**src/rtl/data_arb.sv**
```systemverilog
// data_arb: round-robin burst arbiter that shares one registered data_t
// valid/ready channel among N_REQ producers and tags each beat with its source.
package data_arb_pkg;
  typedef struct packed {
    logic [7:0] data;
  } data_t;
endpackage

module data_arb
  import data_arb_pkg::*;
#(
  parameter int unsigned N_REQ     = 4,
  parameter int unsigned MAX_BURST = 4
) (
  input  logic                     i_clk,
  input  logic                     i_rst_n,
  input  logic [N_REQ-1:0]         i_valid,
  input  data_t                    i_data [N_REQ],
  output logic [N_REQ-1:0]         o_ready,
  output logic                     o_valid,
  output data_t                    o_data,
  output logic [$clog2(N_REQ)-1:0] o_src,
  input  logic                     i_ready,
  output logic                     o_busy
);

  localparam int unsigned SRC_W  = $clog2(N_REQ);
  localparam int unsigned SCAN_W = SRC_W + 1;
  localparam int unsigned CNT_W  = $clog2(MAX_BURST + 1);

  typedef enum logic [0:0] {
    IDLE = 1'b0,
    OWN  = 1'b1
  } state_e;

  state_e            state_q;
  state_e            state_d;
  logic [SRC_W-1:0]  owner_q;
  logic [SRC_W-1:0]  ptr_q;
  logic [SRC_W-1:0]  ptr_nxt;
  logic [SRC_W-1:0]  grant_idx;
  logic [SCAN_W-1:0] scan;
  logic [CNT_W-1:0]  cnt_q;
  logic              grant_found;
  logic              own_valid;
  logic              own_ready;
  logic              accept;
  logic              last_beat;

  // First requesting index at or after ptr, wrapping modulo N_REQ.
  always_comb begin
    grant_found = 1'b0;
    grant_idx   = '0;
    scan        = '0;
    for (int unsigned i = 0; i < N_REQ; i++) begin
      scan = {1'b0, ptr_q} + SCAN_W'(i);
      if (scan >= SCAN_W'(N_REQ)) begin
        scan = scan - SCAN_W'(N_REQ);
      end
      if (!grant_found && i_valid[scan[SRC_W-1:0]]) begin
        grant_found = 1'b1;
        grant_idx   = scan[SRC_W-1:0];
      end
    end
  end

  // Pointer moves just past the releasing owner.
  always_comb begin
    ptr_nxt = (owner_q == SRC_W'(N_REQ - 1)) ? '0 : owner_q + SRC_W'(1);
  end

  // State register.
  always_ff @(posedge i_clk or negedge i_rst_n) begin
    if (!i_rst_n) begin
      state_q <= IDLE;
    end else begin
      state_q <= state_d;
    end
  end

  // Next state: release on saturation or when the owner stops requesting.
  always_comb begin
    state_d = state_q;
    case (state_q)
      IDLE: begin
        if (grant_found) begin
          state_d = OWN;
        end
      end
      OWN: begin
        if (!own_valid || last_beat) begin
          state_d = IDLE;
        end
      end
      default: state_d = IDLE;
    endcase
  end

  // Handshake outputs; only the owner can see ready, and only if the
  // output register has room this cycle.
  always_comb begin
    o_ready   = '0;
    o_busy    = (state_q == OWN);
    own_valid = i_valid[owner_q];
    own_ready = !o_valid || i_ready;
    accept    = 1'b0;
    if (state_q == OWN) begin
      o_ready[owner_q] = own_ready;
      accept           = own_valid && own_ready;
    end
    last_beat = accept && ((cnt_q + CNT_W'(1)) == CNT_W'(MAX_BURST));
  end

  // Grant bookkeeping.
  always_ff @(posedge i_clk or negedge i_rst_n) begin
    if (!i_rst_n) begin
      owner_q <= '0;
      ptr_q   <= '0;
      cnt_q   <= '0;
    end else begin
      if (state_q == IDLE && grant_found) begin
        owner_q <= grant_idx;
        cnt_q   <= '0;
      end else if (accept) begin
        cnt_q <= cnt_q + CNT_W'(1);
      end
      if (state_q == OWN && state_d == IDLE) begin
        ptr_q <= ptr_nxt;
      end
    end
  end

  // Output register drains on i_ready independently of the grant state.
  always_ff @(posedge i_clk or negedge i_rst_n) begin
    if (!i_rst_n) begin
      o_valid <= 1'b0;
      o_data  <= '0;
      o_src   <= '0;
    end else if (accept) begin
      o_valid <= 1'b1;
      o_data  <= i_data[owner_q];
      o_src   <= owner_q;
    end else if (i_ready) begin
      o_valid <= 1'b0;
    end
  end

  a_ready_onehot0: assert property (@(posedge i_clk) disable iff (!i_rst_n)
    $onehot0(o_ready));

  a_hold_stable: assert property (@(posedge i_clk) disable iff (!i_rst_n)
    (o_valid && !i_ready) |=> (o_valid && $stable(o_data) && $stable(o_src)));

endmodule

```
**config.mk**
```make
export PLATFORM = sky130hd
export DESIGN_NAME = data_arb
export DESIGN_NICKNAME = d
export VERILOG_FILES = /design/src/rtl/data_arb.sv
export SDC_FILE = /design/constraint.sdc
export NUM_CORES = 1
export LEC_CHECK = 0
export BUFFER_PORTS_ARGS = -buffer_cell sky130_fd_sc_hd__buf_4
export CAP_MARGIN = 15
export CORE_ASPECT_RATIO = 1.1
export CORE_MARGIN = 1
export CORE_UTILIZATION = 50
export CTS_CLUSTER_DIAMETER = 40
export CTS_CLUSTER_SIZE = 8
export DETAILED_ROUTE_END_ITERATION = 10
export PLACE_DENSITY = 0.95
export SLEW_MARGIN = 25
export SYNTH_ARGS = -nofsm -noshare
export SYNTH_HDL_FRONTEND = slang
export SYNTH_SLANG_ARGS = --single-unit
```
**constraint.sdc**
```tcl
create_clock -name i_clk -period 3.3 [get_ports i_clk]
set_clock_uncertainty 0.05 [all_clocks]
set_input_delay 0.165 -clock i_clk [delete_from_list [all_inputs] [get_ports i_clk]]
set_output_delay 0.165 -clock i_clk [all_outputs]
set_load 0.005 [all_outputs]
```
Yosys cells after proc, flatten, opt, wreduce, memory -nomap -nowiden. Cells that the tools add are included.

Logic and storage cells: 87. Bits in registers: 19.

Reduce and logical (&&, ||, !) cells: 17. $add $sub $neg: 9. Multiplexer cells: 37. Magnitude comparators: 11. Bitwise operators: 4. Equality and inequality tests: 2.

Operators with widths (number): $mux W2 (9); $bmux W8 S2 (1); $mux W8 (2); $lt A2 B3 Y1 const B (5); $mux W1 (15); $ge A3 B3 Y1 const B (4); $bmux W1 S2 (5); $logic_and A1 B1 Y1 (8); $sub A2 B1 Y2 const B (4); $add A2 B2 Y3 const B (2); $mux W3 (2); $logic_not A1 Y1 (5); $and A4 B4 Y4 (1); $mux W4 (1); $reduce_bool A2 Y1 (2); $add A2 B1 Y3 const B (1); $add A3 B1 Y3 const B (1); $eq A3 B3 Y1 const B (1); $ge A2 B3 Y1 const B (1); $not A2 Y3 (1); $add A2 B1 Y2 const B (1); $demux W1 S2 (1); $eq A2 B2 Y1 const B (1); $ge A2 B1 Y1 const B (1); 3 further kinds (5).

Depth between registers and ports, before layout.
Depth in word-level cells: 18. Mapped depth: 5. Gate-level depth less buffers: 5.

Worst setup path after synthesis. OpenSTA, ideal clock, no wires.

Path kind: reg-to-reg. Start: register owner_q[0]. End: register o_data[0] in the netlist's numbering. Arrival: 1.425 ns. Path slack: 1.700 ns. Path buffers: 1. Stages on the path, launching flop included: 4. Path through: dfrtp_1 -> buf_4 -> mux4_2 -> mux2_4.

Cells in the longest elaborated chain, start to end: 4. Elaborated cells on any way between the ends: 8. Classes of those cells: mux (6); bitwise (1); reduce/logical (1).

Ends and longest elaborated chain: start, declared (line 38) `logic [SRC_W-1:0] owner_q;`; start signal, assigned (line 122) `owner_q <= grant_idx;`; $bmux W1 S2 or $not A2 Y3 (tied branches) (line 104, 141); $mux W1 (not written as such) or $bmux W8 S2 (tied branches) (line 104, 141); $logic_and A1 B1 Y1 or $mux W8 (tied branches) (line 109, 141); $mux W1 or $mux W8 (tied branches) (line 107, 141); end signal, assigned (line 141) `o_data <= i_data[owner_q];`; end, declared (line 21) `output data_t o_data,`.

Several ways; a longest one is shown, not always the timed one. The select of a mux whose other input is x is not followed. A chain may end at the register's enable or synchronous reset.

Final worst setup path.
Start: register owner_q[1]. End: register o_data[3] in the netlist's numbering.

Same word-level chain as after synthesis.

==> results by group <==
Status
  • Status: finished clean

Cells and area
  • Synth-to-Final Area Change: 37.7%
  • Multi-input gate area: 698 um2
  • Ant diodes: 0
  • Sequential cell area: 475 um2
  • Share of post-route cells with drive strength above 1: 49.7%
  • Layout Utilization: 73.9%
  • Design Area, Final: 1680 um2
  • Final nets: 203
  • FILL cells: 139

Power and ir drop
  • Switching power: 558 uW
  • Share of total power in combinational logic: 55.7%
  • IR drop worst, VDD: 0.626 mV
  • Internal: 868 uW
  • Clock share of power: 8.8%
  • Switching part of the total: 39.1%
  • Share of power burned in registers: 35.6%
  • Pwr Density: 848 nW/um2
  • Leak Pwr: 0.827 nW

Yosys
  • Register bit count reported by yosys: 19
  • Post-Syn Area: 1220 um2
  • Yosys Warn Count: 0
  • Part of the Yosys area used for sequential elements: 39.0%
  • Synthesized netlist cell count: 102
  • Yosys cell types: 31
  • Post-synthesis average cell area: 12.0 um2
  • Synthesized Nets: 147

Clocking
  • H-tree lvl count: 1
  • Setup repair bufs after CTS: 0
  • Clk Latency, worst-skew pair: 0.32 ns
  • CTS tree: done
  • Clk buf depth: 2
  • Resized Gates After CTS: 0
  • Root buffer cell: clkbuf_4
  • Worst-path clk slew: 0.11 ns
  • Inserted Clock Buffers: 3
  • Clk sinks: 19

STA
  • Final hold violation count: 0
  • Max Clock Freq: 0.479 GHz
  • Slew @ Worst Pin: 0.752 ns
  • Total negative setup slack: 0 ns
  • Slew HR: 49.9%
  • Min Tclk post-route: 2.09 ns
  • Final Setup Violations: 0
  • Final max-slew violation count: 0
  • Unrepaired setup endpoints after global routing: no
  • Final period util: 63.3%

Floorplanning
  • IO Count: 55
  • Initial Util: 53.6%
  • Die H: 53.8 um
  • Cell Rows: 18
  • Core area: 2270 um2
  • Die X: 49.1 um
  • DIE AREA: 2640 um2

Global routing
  • Antenna violations before repair: 0
  • Vias in the first global route: 1053
  • Largest net degree at the start of global routing: 20
  • GR Util All Layers: 29.1%
  • Gr ovfl total: 0
  • Global-route wire length before repair: 5370 um

Detailed routing
  • Drt via density: 5.87
  • Drt wl/cell: 19.0 um
  • Iteration-0 DRC Markers: 29
  • Vias: 1097
  • Detailed-route DRC error count: 0
  • Final ANT Viol Nets: 0
  • Pre-Repair DR Iteration Count: 4
  • Routed wire length: 3550 um

Setup path
  • CP Launch Type: flop
  • WS Path Type: flop to flop
  • Crit Path Max Fanout: 14
  • R2R Path Start: owner_q[1]$_DFFE_PN0P_
  • CP Launch Point: owner_q[1]$_DFFE_PN0P_
  • Crit path capture type: flop
  • Worst EP arrival: 2.25 ns
  • CP required: 3.46 ns

Min path
  • HP Start: i_valid[3]
  • Hold Crit Class: input port to flop

Placement
  • Routability Congestion: 0.834
  • DPL Wire Length: 2500 um
  • Cell Area, Placed: 1640 um2
  • Port Buffer Count: 54

Flow run
  • MaxCap Viol Count: 0
==> cell type report <==
cell class / count / share of cell area [%]
tap: 30 / 2.23
timing repair buffer: 55 / 24.7
clock inverter: 1 / 0.298
inverter: 7 / 1.56
clock buffer: 3 / 1.34
sequential: 19 / 28.3
multi-input combinational: 72 / 41.5
==> worst max-delay path, stage by stage (launching register included) <==
cell and delay [ns]:
dfrtp_1 0.73, mux2i_1 0.51, o22a_4 0.29, nor2_8 0.08
mux2_4 0.33
==> flip-flops by register name, indices dropped and copies added, names as in the netlist <==
register	flops
cnt_q	3
o_busy	1
o_data	8
o_src	2
o_valid	1
owner_q	2
ptr_q	2
==> cells in the mapped netlist, drive strengths merged <==
master | n | area, um2
dfrtp | 19 | 475
mux2 | 9 | 131
mux4 | 8 | 180
nand2 | 8 | 30.0
inv | 7 | 26.3
ha | 6 | 75.1
o21ai | 6 | 30.0
nand3 | 5 | 25.0
and3 | 4 | 25.0
o22ai | 4 | 25.0
a21oi | 3 | 15.0
buf | 3 | 16.3
nor2 | 3 | 27.5
mux2i | 2 | 20.0
nand2b | 2 | 12.5
nor2b | 2 | 12.5
o211ai | 2 | 15.0
o31ai | 2 | 15.0
a21o | 1 | 7.51
a22o | 1 | 8.76
a2bb2oi | 1 | 8.76
a31o | 1 | 8.76
clkbuf | 1 | 3.75
o21a | 1 | 7.51
o22a | 1 | 17.5
==> through the flow <==
stage                     hold slack [ns]  worst slack (ns)  cells  power [mW]
after floorplan                    -0.181              1.70    102       0.997
after global placement           -0.00602              1.36    182        1.23
after detailed placement          0.00274              1.28    182        1.28
after CTS                           0.145              1.26    187        1.41
after global routing                0.150              1.11    187        1.51
final                               0.139              1.21    187        1.43
==> final timing paths <==
| kind | slack [ns] | depth (start not counted) | to |
|---|---|---|---|
| setup / recovery | 1.21 | 4 | o_data[3]$_DFFE_PN0P_ |
| hold / removal | 0.14 | 3 | owner_q[1]$_DFFE_PN0P_ |
| setup reg to reg | 1.21 | 4 | o_data[3]$_DFFE_PN0P_ |
| hold reg to reg | 0.47 | 1 | cnt_q[0]$_DFFE_PN0P_ |
| max in group asynchronous | 2.80 | 2 | o_valid$_DFFE_PN0P_ |
| min in group asynchronous | 0.20 | 2 | o_data[5]$_DFFE_PN0P_ |
==> cells in the final DEF, fill, tap and decap left out, types with 2 or more instances in the layout <==
| cell | instances |
|---|---|
| a21oi_1 | 3 |
| and3_1 | 4 |
| buf_4 | 54 |
| clkbuf_4 | 3 |
| dfrtp_1 | 19 |
| ha_1 | 6 |
| inv_1 | 6 |
| mux2_4 | 8 |
| mux2i_1 | 2 |
| mux4_2 | 8 |
| nand2_1 | 8 |
| nand2b_1 | 2 |
| nand3_1 | 5 |
| nor2_1 | 2 |
| nor2b_1 | 2 |
| o211ai_1 | 2 |
| o21ai_0 | 2 |
| o21ai_1 | 4 |
| o22ai_1 | 4 |
| o31ai_1 | 2 |
==> timing repair <==
action | CTS | global route
hold endpoints to repair | 19 | 0
hold buffers | 1 | 0
endpoints found under the setup margin | 0 | 0
==> per-layer routing <==
metal	track usage, %	vias up	routed length, um
met3	7.06	10	323
met2	47.7	69	1690
met1	37.3	529	1480
met4	11.8	0	51
met5	0	-	0
li1	-	489	-
==> cells by family (layout without fill, tap and decap cells) <==
| group | count (synthesis) | after routing | share of synthesized area [%] |
|---|---|---|---|
| multiplexers | 19 | 19 | 27.2 |
| AO/OA/AOI/OAI | 23 | 23 | 13.0 |
| buffers and inverters | 11 | 66 | 3.79 |
| AND/OR/NAND/NOR | 24 | 24 | 10.9 |
| flip-flops | 19 | 19 | 39.0 |
| adder cells (fa/ha/maj) | 6 | 6 | 6.15 |
==> power by group through the flow <==
stage	registers, mW	clock network, mW	logic, mW
3_3_place_gp	0.494	0	0.741
3_5_place_dp	0.506	0	0.778
6_report	0.507	0.125	0.794
5_1_grt	0.524	0.138	0.847
2_1_floorplan	0.434	0	0.563
4_1_cts	0.501	0.126	0.784
(Power assumes the default switching activity.)
